**config.mk**
```make
export PLATFORM = sky130hd
export DESIGN_NAME = rns_forward_converter
export DESIGN_NICKNAME = d
export VERILOG_FILES = /design/src/rtl/rns_forward_converter.sv
export SDC_FILE = /design/constraint.sdc
export NUM_CORES = 1
export LEC_CHECK = 0
export BUFFER_PORTS_ARGS = -buffer_cell sky130_fd_sc_hd__buf_4
export CAP_MARGIN = 25
export CORE_MARGIN = 8
export CORE_UTILIZATION = 53
export DETAILED_ROUTE_END_ITERATION = 7
export PLACE_DENSITY = 0.87
export SETUP_SLACK_MARGIN = 0.02
export SYNTH_ARGS = -nofsm -noshare
export SYNTH_HDL_FRONTEND = slang
export SYNTH_SLANG_ARGS = --single-unit
```
**constraint.sdc**
```tcl
create_clock -name clk -period 1.9 [get_ports clk]
set_input_delay 0.57 -clock clk [delete_from_list [all_inputs] [get_ports clk]]
set_output_delay 0.57 -clock clk [all_outputs]
set_load 0.1 [all_outputs]
```
**src/rtl/rns_forward_converter.sv**
```systemverilog
// Bit-serial binary-to-RNS forward converter: MSB-first residue accumulation
// for three fixed 3-bit moduli with a valid/ready handshake on each side.
module rns_forward_converter #(
    parameter int unsigned DATA_WIDTH = 8,
    parameter int unsigned MOD_A      = 7,
    parameter int unsigned MOD_B      = 5,
    parameter int unsigned MOD_C      = 3
) (
    input  logic                  clk,
    input  logic                  rst_n,
    input  logic                  in_valid,
    output logic                  in_ready,
    input  logic [DATA_WIDTH-1:0] in_data,
    output logic                  out_valid,
    input  logic                  out_ready,
    output logic [2:0]            res_a,
    output logic [2:0]            res_b,
    output logic [2:0]            res_c,
    output logic                  busy
);

    if (DATA_WIDTH < 2 || DATA_WIDTH > 32 ||
        MOD_A < 2 || MOD_A > 7 || MOD_B < 2 || MOD_B > 7 ||
        MOD_C < 2 || MOD_C > 7) begin : g_param_check
        $error("rns_forward_converter: parameter out of legal range");
    end

    localparam int unsigned CntWidth = (DATA_WIDTH > 2) ? $clog2(DATA_WIDTH) : 1;
    localparam logic [3:0]  ModA     = 4'(MOD_A);
    localparam logic [3:0]  ModB     = 4'(MOD_B);
    localparam logic [3:0]  ModC     = 4'(MOD_C);

    typedef enum logic [1:0] {StIdle, StConvert, StDone} state_e;

    state_e                  state_q;
    logic [DATA_WIDTH-1:0]   shift_q;
    logic [CntWidth-1:0]     cnt_q;
    logic [2:0]              res_a_q, res_b_q, res_c_q;
    logic                    msb;

    // r < m guarantees 2r+b <= 2m-1, so a single conditional subtract suffices.
    function automatic logic [2:0] fold(input logic [2:0] r, input logic b,
                                        input logic [3:0] m);
        logic [3:0] t;
        t = {r, b};
        return (t >= m) ? 3'(t - m) : t[2:0];
    endfunction

    assign msb = shift_q[DATA_WIDTH-1];

    always_ff @(posedge clk or negedge rst_n) begin
        if (!rst_n) begin
            state_q <= StIdle;
            shift_q <= '0;
            cnt_q   <= '0;
            res_a_q <= '0;
            res_b_q <= '0;
            res_c_q <= '0;
        end else begin
            unique case (state_q)
                StIdle: begin
                    if (in_valid) begin
                        shift_q <= in_data;
                        cnt_q   <= CntWidth'(DATA_WIDTH - 1);
                        res_a_q <= '0;
                        res_b_q <= '0;
                        res_c_q <= '0;
                        state_q <= StConvert;
                    end
                end
                StConvert: begin
                    res_a_q <= fold(res_a_q, msb, ModA);
                    res_b_q <= fold(res_b_q, msb, ModB);
                    res_c_q <= fold(res_c_q, msb, ModC);
                    shift_q <= {shift_q[DATA_WIDTH-2:0], 1'b0};
                    cnt_q   <= cnt_q - 1'b1;
                    if (cnt_q == '0) begin
                        state_q <= StDone;
                    end
                end
                StDone: begin
                    if (out_ready) begin
                        state_q <= StIdle;
                    end
                end
                default: state_q <= StIdle;
            endcase
        end
    end

    assign in_ready  = (state_q == StIdle);
    assign busy      = (state_q == StConvert);
    assign out_valid = (state_q == StDone);
    assign res_a     = res_a_q;
    assign res_b     = res_b_q;
    assign res_c     = res_c_q;

endmodule

```
==> results.md, run 1 <==
* CP cell instances: nand2b_2, inv_6, buf_12
* Critical Path Fanout Max at 6
* Row cnt at 17
* Placed cell count at 166
* Final core occ at 0.6843
* WL per Instance at 16.47 um
* Area of the multi-input gates at 555.5 um2
* Core region area at 2148 um2
* Clock Pin Slew Worst Setup and Hold Paths at 140 ps
* Fin. Hold Viols at 0
* YS warnings at 0
* Final nets at 162
* Count of unique library cells instantiated by Yosys at 33
* CP arrival at 1260 ps
* GRT Util Overall at 0.1491
* Final Wtd Congestion at 0.8191
* PortBufs at 23
* Family with the most delay on the worst path: flip-flops
* CTS tree: done
* First-pass GRT wire length at 4.864 mm
* Fin crit share at 0.9628
* Fmax at 546.6 MHz
* Status: finished clean
* Slowest stage cell, crit path: dfrtp_2
* Ys flop type: dfrtp_1
* Diode count at 0
* Synth Cell Area at 1180 um2
* Worst setup margin at 70.66 ps
* Syn nets at 134
* Critical path launch point type: flip-flop
* EDFF count, synth at 0
* Clk buf depth at 2
* CP peak stage delay at 460 ps
* Overall die height at 63.18 um
* Routed vias at 1,014
* Setup violators final at 0
* Syn avg cell area at 10.17 um2
* WP buf/inv at 2
* Rel. slew slack at 0.7162
* Largest net degree at the start of global routing at 23
* RSZ-0062 raised after global routing: no
* Vias in the first global route at 1,106
* Avg Vias per Cell at 5.930
* Clock sinks at 22
* Initial antenna violation count at 0
* Area post-placement at 1388 um2
* HP Class: input pin to asynchronous set/reset pin
* Root Driver: clkbuf_4
* Area grow syn2layout at 24.60%
* Detailed Place HPWL at 2.032 mm
* Design area at 1470 um2
* Skew final at 14.15 ps
* Synthesized instance count at 116
* Die Width at 63.18 um
* Final wirelength at 2.816 mm
* Seq cells post-synth at 22
* Worst slack, placed at 274.0 ps
* Pins Over Slew Limit at 0
* Register Area at 554.3 um2
* Layout cells sized above 1 at 0.3077
* Grt total ovfl at 0
* Skew-Pair Late Insertion Delay at 320 ps
* DRC Markers at 0
* Fillers at 164
* Max_cap viols at 0
* Io pins at 24
* Number of H-tree levels at 1
* Antenna Nets Post-Route at 0
* Starting density of the core at 0.5492
* Data required time of the critical path at 1330 ps
* Critical path type: flip-flop to output pin
* 1st-pass router iterations at 5
* Synth async-reset ratio at 1.000
* Initial drt markers at 43
* Die area at 3992 um2
* Register area share after synthesis at 0.4666
* Worst Setup End Kind: output pin
* Crit path time final at 1829 ps
* Cell Count, Final, Fillers Out at 171
* Worst Max-Slew Pin Slew at 425.4 ps
* Cts bufs inserted at 3
[synthesized netlist by cell type (2+ instances only)]
cell | n | area (um2)
mux2i_1 | 2 | 20.02
a32o_1 | 2 | 20.02
a22oi_1 | 7 | 52.55
buf_2 | 2 | 10.01
xnor2_1 | 2 | 17.52
dfrtp_1 | 22 | 550.5
o21ai_1 | 6 | 30.03
buf_6 | 2 | 22.52
nor2b_1 | 8 | 50.05
a22oi_2 | 2 | 25.02
inv_1 | 11 | 41.29
ha_1 | 6 | 75.07
o2111ai_1 | 2 | 17.52
nand2_1 | 9 | 33.78
a21oi_1 | 7 | 35.03
nor2_1 | 2 | 7.510
o21ai_0 | 6 | 30.03
o31ai_1 | 2 | 15.01
nand2b_1 | 2 | 12.51
[state kept, by name, indices dropped and copies added, names as in the netlist]
register and cells:
res_a 3, state_q 2, res_b 3, res_c 3, shift_q 8, cnt_q 3
[per-stage QoR]
| stage | hold slack (ps) | setup TNS [ps] |
|---|---|---|
| floorplan | 274.4 | -81.50 |
| global placement | 471.6 | 0 |
| detailed placement | 475.4 | 0 |
| CTS | 118.3 | 0 |
| global route | 126.3 | 0 |
| finish | 106.8 | 0 |
[layout by cell type, fill, tap and decap left out, types with 3 or more instances in the layout]
cell type / netlist / routed
buf_4: 0 / 25
dfrtp_1: 22 / 19
inv_1: 11 / 11
nand2_1: 9 / 9
nor2b_1: 8 / 7
a21oi_1: 7 / 7
a22oi_1: 7 / 7
o21ai_1: 6 / 6
o21ai_0: 6 / 6
ha_1: 6 / 6
clkbuf_4: 0 / 3
dfrtp_2: 0 / 3
[logic make-up (layout without fill, tap and decap cells)]
kind of cell,after synthesis,in the layout,share of synthesized area
AO/OA/AOI/OAI,44,44,0.2619
AND/OR/NAND/NOR,23,23,0.1029
flip-flops,22,22,0.4666
buffers and inverters,17,44,0.07317
adder cells (fa/ha/maj),6,6,0.06363
XOR/XNOR,2,2,0.01485
multiplexers,2,2,0.01697
[what timing repair did]
action                                  CTS  global route
gates resized for setup                   6             5
endpoints found under the setup margin    2             3
setup buffers                             0             1
hold buffers                              0             0
[layer usage]
layer  up-vias  track usage  wire [um]
li1        472            -          -
met4         0      0.08357         46
met3         5      0.04947        196
met5         -            0          0
met2        25       0.2650       1441
met1       512       0.1493       1131
[area by class of cell]
type / count / area share
multi-input combinational: 77 / 0.3779
sequential: 22 / 0.3770
timing repair buffer: 28 / 0.1626
inverter: 12 / 0.03404
clock buffer: 4 / 0.02468
tap: 28 / 0.02383
[worst paths after layout]
check	cells past startpoint	startpoint	slack (ps)	to
setup / recovery	3	state_q[1]	70	busy
hold / removal	1	rst_n	110	shift_q[7]
setup reg to reg	5	shift_q[7]	280	res_b[0]
hold reg to reg	1	state_q[1]	510	state_q[0]
max in group asynchronous	1	rst_n	1540	res_b[0]
min in group clk	1	state_q[1]	510	state_q[0]
Power of run 1 is left out: the tool's default activity adds up to more than one toggle a clock period on the data nets, which glitch-free logic cannot reach.
==> run 2: changes to the inputs <==
CORE_UTILIZATION = 57   (was 53)
PLACE_DENSITY = 0.92   (was 0.87)
SETUP_SLACK_MARGIN = 0.1   (was 0.02)
clock period = 2.2 ns   (was 1.9 ns; I/O delays follow)
==> run 2 against run 1 <==
Compared with the run above: final area is 4.6% lower; clock skew decreased by 13 ps; register-to-register slack improved by 350 ps; cell count down 2.3%; first-iteration DRC count is 33% lower; utilization increased by 3.1 points; non-clock buffer count fell by 2; via count fell by 4.6%; sequential share of layout area rose by 1.5 points; count of clock-buffer cells in the layout decreased by 1; global-route usage rose by 1.0 points; largest cell class is now sequential cells; highest routed layer unchanged.
==> results.md, run 2 (synthesized netlist as in run 1, its figures left out) <==
* Status: finished clean
* CTS tree: done
* Final core occ at 0.7149
* Post-cts repair resize count at 1
* Pins Over Slew Limit at 0
* Cts bufs inserted at 3
* Area post-placement at 1378 um2
* Initial drt markers at 29
* Largest net degree at the start of global routing at 23
* PortBufs at 23
* Final wirelength at 2.614 mm
* Core region area at 1962 um2
* RSZ-0062 raised after global routing: no
* Clk buf depth at 2
* Fmax at 494.7 MHz
* Starting density of the core at 0.6014
* Number of H-tree levels at 1
* Hold_buf cts at 0
* First-pass GRT wire length at 4.574 mm
* Worst Max-Slew Pin Slew at 417.5 ps
* Initial antenna violation count at 0
* Avg Vias per Cell at 5.790
* Largest Register: shift_q
* Rel. slew slack at 0.7215
* Commonest non-fill, non-tap cell in the layout: buf_4
* Critical path launch point type: flip-flop
* Antenna Nets Post-Route at 0
* Root Driver: clkbuf_4
* Routed vias at 967
* Vias in the first global route at 991
* Setup Total Neg Slack at 0 ps
* Detailed Place HPWL at 1.974 mm
* Critical path type: flip-flop to output pin
* Crit path time final at 2022 ps
* Die Width at 61.50 um
* Max reg flops at 8
* Overall die height at 61.50 um
* Final Wtd Congestion at 0.8445
* Diode count at 0
* Io pins at 24
* Skew final at 0.9411 ps
* Grt total ovfl at 0
* Final nets at 160
* Die area at 3782 um2
* Area grow syn2layout at 18.88%
* Critical Path Fanout Max at 10
* WL per Instance at 15.65 um
* Setup violators final at 0
* HP Class: input pin to asynchronous set/reset pin
* Data required time of the critical path at 1540 ps
* Design area at 1403 um2
* Layout cells sized above 1 at 0.2714
* Skew-Pair Late Insertion Delay at 300 ps
* Worst Setup End Kind: output pin
* Row cnt at 16
* Clock Pin Slew Worst Setup and Hold Paths at 110 ps
* CP arrival at 1360 ps
* DRC Markers at 0
* Post-CTS Setup Inserts at 0
* Clock sinks at 22
* Hold_ws at 222.2 ps
* Fin. Hold Viols at 0
* Most frequent cells in the layout: buf_4, dfrtp_1, inv_1, nand2_1
* Max_cap viols at 0
* GRT Util Overall at 0.1595
* 1st-pass router iterations at 4
* Fin crit share at 0.9189
-- run 2: cell count changes in the layout (fill, tap and decap cells not counted), sizes merged --
| cell | before | now |
|---|---|---|
| buf | 28 | 26 |
| clkbuf | 4 | 3 |
-- run 2: final cells by class --
class                   count  area, um2
multi-input cells          77      550.5
flip-flops and latches     22      550.5
clock buffers               3      22.52
fillers                   162      559.3
inverters                  12      50.05
well taps                  27      33.78
repair buffers             26      195.2
-- run 2: worst paths after layout --
path	to	cells past startpoint	from	slack, ps
worst max-delay path	in_ready	3	state_q[0]	180
worst min-delay path	res_a[1]	1	rst_n	220
worst max register to register	res_b[0]	5	shift_q[7]	630
worst min register to register	shift_q[2]	2	shift_q[2]	500
max in group asynchronous	shift_q[3]	1	rst_n	1750
min in group clk	shift_q[2]	2	shift_q[2]	500
-- run 2: worst max-delay path, stage by stage (launching register included) --
cell and delay (ps):
dfrtp_1 470, buf_4 210, nor2_2 100, buf_4 290
-- run 2: stage by stage --
step | worst slack [ps] | instances
detailed placement | 435.0 | 164
CTS | 161.3 | 167
floorplan | 128.5 | 116
finish | 178.5 | 167
global route | 119.8 | 167
global placement | 479.6 | 164
-- run 2: metal layers --
layer | track usage | share of wire
met1 | 0.1963 | 0.44
met2 | 0.2541 | 0.48
met3 | 0.03967 | 0.059
met4 | 0.07468 | 0.020
met5 | 0 | 0
Power of run 2 is left out for the same reason.
==> run 3: changes to the inputs <==
CORE_UTILIZATION = 45   (was 57)
PLACE_DENSITY = 0.77   (was 0.92)
==> run 3 against run 2 <==
Compared with the run above: cell count rose by 2.4%; setup slack improved by 32 ps; non-clock buffer count did not move; clock skew rose by 4.0 ps; via count fell by 0.41%; critical path depth did not move; critical endpoint is now out_valid; highest routed layer unchanged.
==> results.md, run 3 (synthesized netlist as in run 1, its figures left out) <==
* Status: finished clean
* Critical path type: flip-flop to output pin
* Commonest non-fill, non-tap cell in the layout: buf_4
* Avg Vias per Cell at 5.632
* Core region area at 2477 um2
* First-pass GRT wire length at 4.595 mm
* Register Area at 550.5 um2
* Skew-Pair Late Insertion Delay at 310 ps
* Area of the multi-input gates at 550.5 um2
* Fin. Hold Viols at 0
* Initial antenna violation count at 0
* Clock Pin Slew Worst Setup and Hold Paths at 120 ps
* Area grow syn2layout at 22.37%
* Initial drt markers at 69
* Pins Over Slew Limit at 0
* Grt total ovfl at 0
* Setup Total Neg Slack at 0 ps
* Detailed Place HPWL at 1.877 mm
* Setup violators final at 0
* Diode count at 0
* Worst Max-Slew Pin Slew at 439.6 ps
* Rel. slew slack at 0.7067
* Skew final at 4.929 ps
* Overall die height at 67.21 um
* Number of H-tree levels at 1
* Critical path launch point type: flip-flop
* Clk buf depth at 2
* CP arrival at 1330 ps
* Routed vias at 963
* Starting density of the core at 0.4763
* Largest Register: shift_q
* Antenna Nets Post-Route at 0
* Final wirelength at 2.615 mm
* Io pins at 24
* Max reg flops at 8
* Fmax at 502.7 MHz
* R2R setup slack at 610 ps
* Cts bufs inserted at 3
* DRC Markers at 0
* Vias in the first global route at 1,038
* PortBufs at 23
* Row cnt at 18
* Clock sinks at 22
* GRT Util Overall at 0.1294
* Max_cap viols at 0
* 1st-pass router iterations at 4
* Fillers at 222
* Hold_buf cts at 0
* Root Driver: clkbuf_4
* Crit path time final at 1989 ps
* Worst Setup End Kind: output pin
* Data required time of the critical path at 1540 ps
* WL per Instance at 15.29 um
* Die Width at 67.21 um
* HP Class: input pin to asynchronous set/reset pin
* Final Wtd Congestion at 0.7547
* CTS tree: done
* Critical Path Fanout Max at 14
* Most frequent cells in the layout: buf_4, dfrtp_1, inv_1, nand2_1
* RSZ-0062 raised after global routing: no
* Fin crit share at 0.9042
* Die area at 4517 um2
* Final nets at 160
* Largest net degree at the start of global routing at 23
* Layout cells sized above 1 at 0.2766
==> run 3: worst paths after layout <==
kind	start	to	cells past startpoint
max	state_q[0]	out_valid	3
min	rst_n	res_b[0]	1
max reg2reg	shift_q[7]	res_b[0]	5
min reg2reg	shift_q[2]	shift_q[2]	2
max in group asynchronous	rst_n	shift_q[6]	1
min in group clk	shift_q[2]	shift_q[2]	2
==> run 3: layer usage <==
layer  up-vias  wire (um)  global-route usage
met5         -          0                   0
met3         2        161             0.04139
met4         0          9             0.03133
li1        468          -                   -
met1       468       1202              0.1563
met2        25       1242              0.2186
==> run 3: cell type report <==
cell class	count	area share
Sequential cell	22	0.3813
Multi-Input combinational cell	77	0.3813
Timing Repair Buffer	26	0.1404
Inverter	12	0.03466
Tap cell	30	0.02600
Clock inverter	1	0.02080
Clock buffer	3	0.01560
==> run 3: what timing repair did <==
action | CTS | global route
buffers inserted | 1 | 0
endpoints found under the setup margin | 1 | 2
cloned | 0 | 0
resized for setup | 1 | 2
==> run 3: through the flow <==
stage	hold slack, ps	setup slack (ps)	utilization	cell area [um2]	instances
6_report	207.8	210.7	0.5828	1444	171
5_1_grt	208.1	130.7	0.5828	1444	171
4_1_cts	205.9	161.9	0.5803	1438	171
3_5_place_dp	474.8	354.1	0.5545	1374	166
3_3_place_gp	464.5	383.5	0.5545	1374	166
2_1_floorplan	364.4	128.5	-	1185	116
==> run 3: worst max-delay path, stage by stage (launching register included) <==
cell	delay (ps)
dfrtp_1	410
buf_4	200
nor2b_2	160
buf_6	240
Power of run 3 is left out for the same reason.
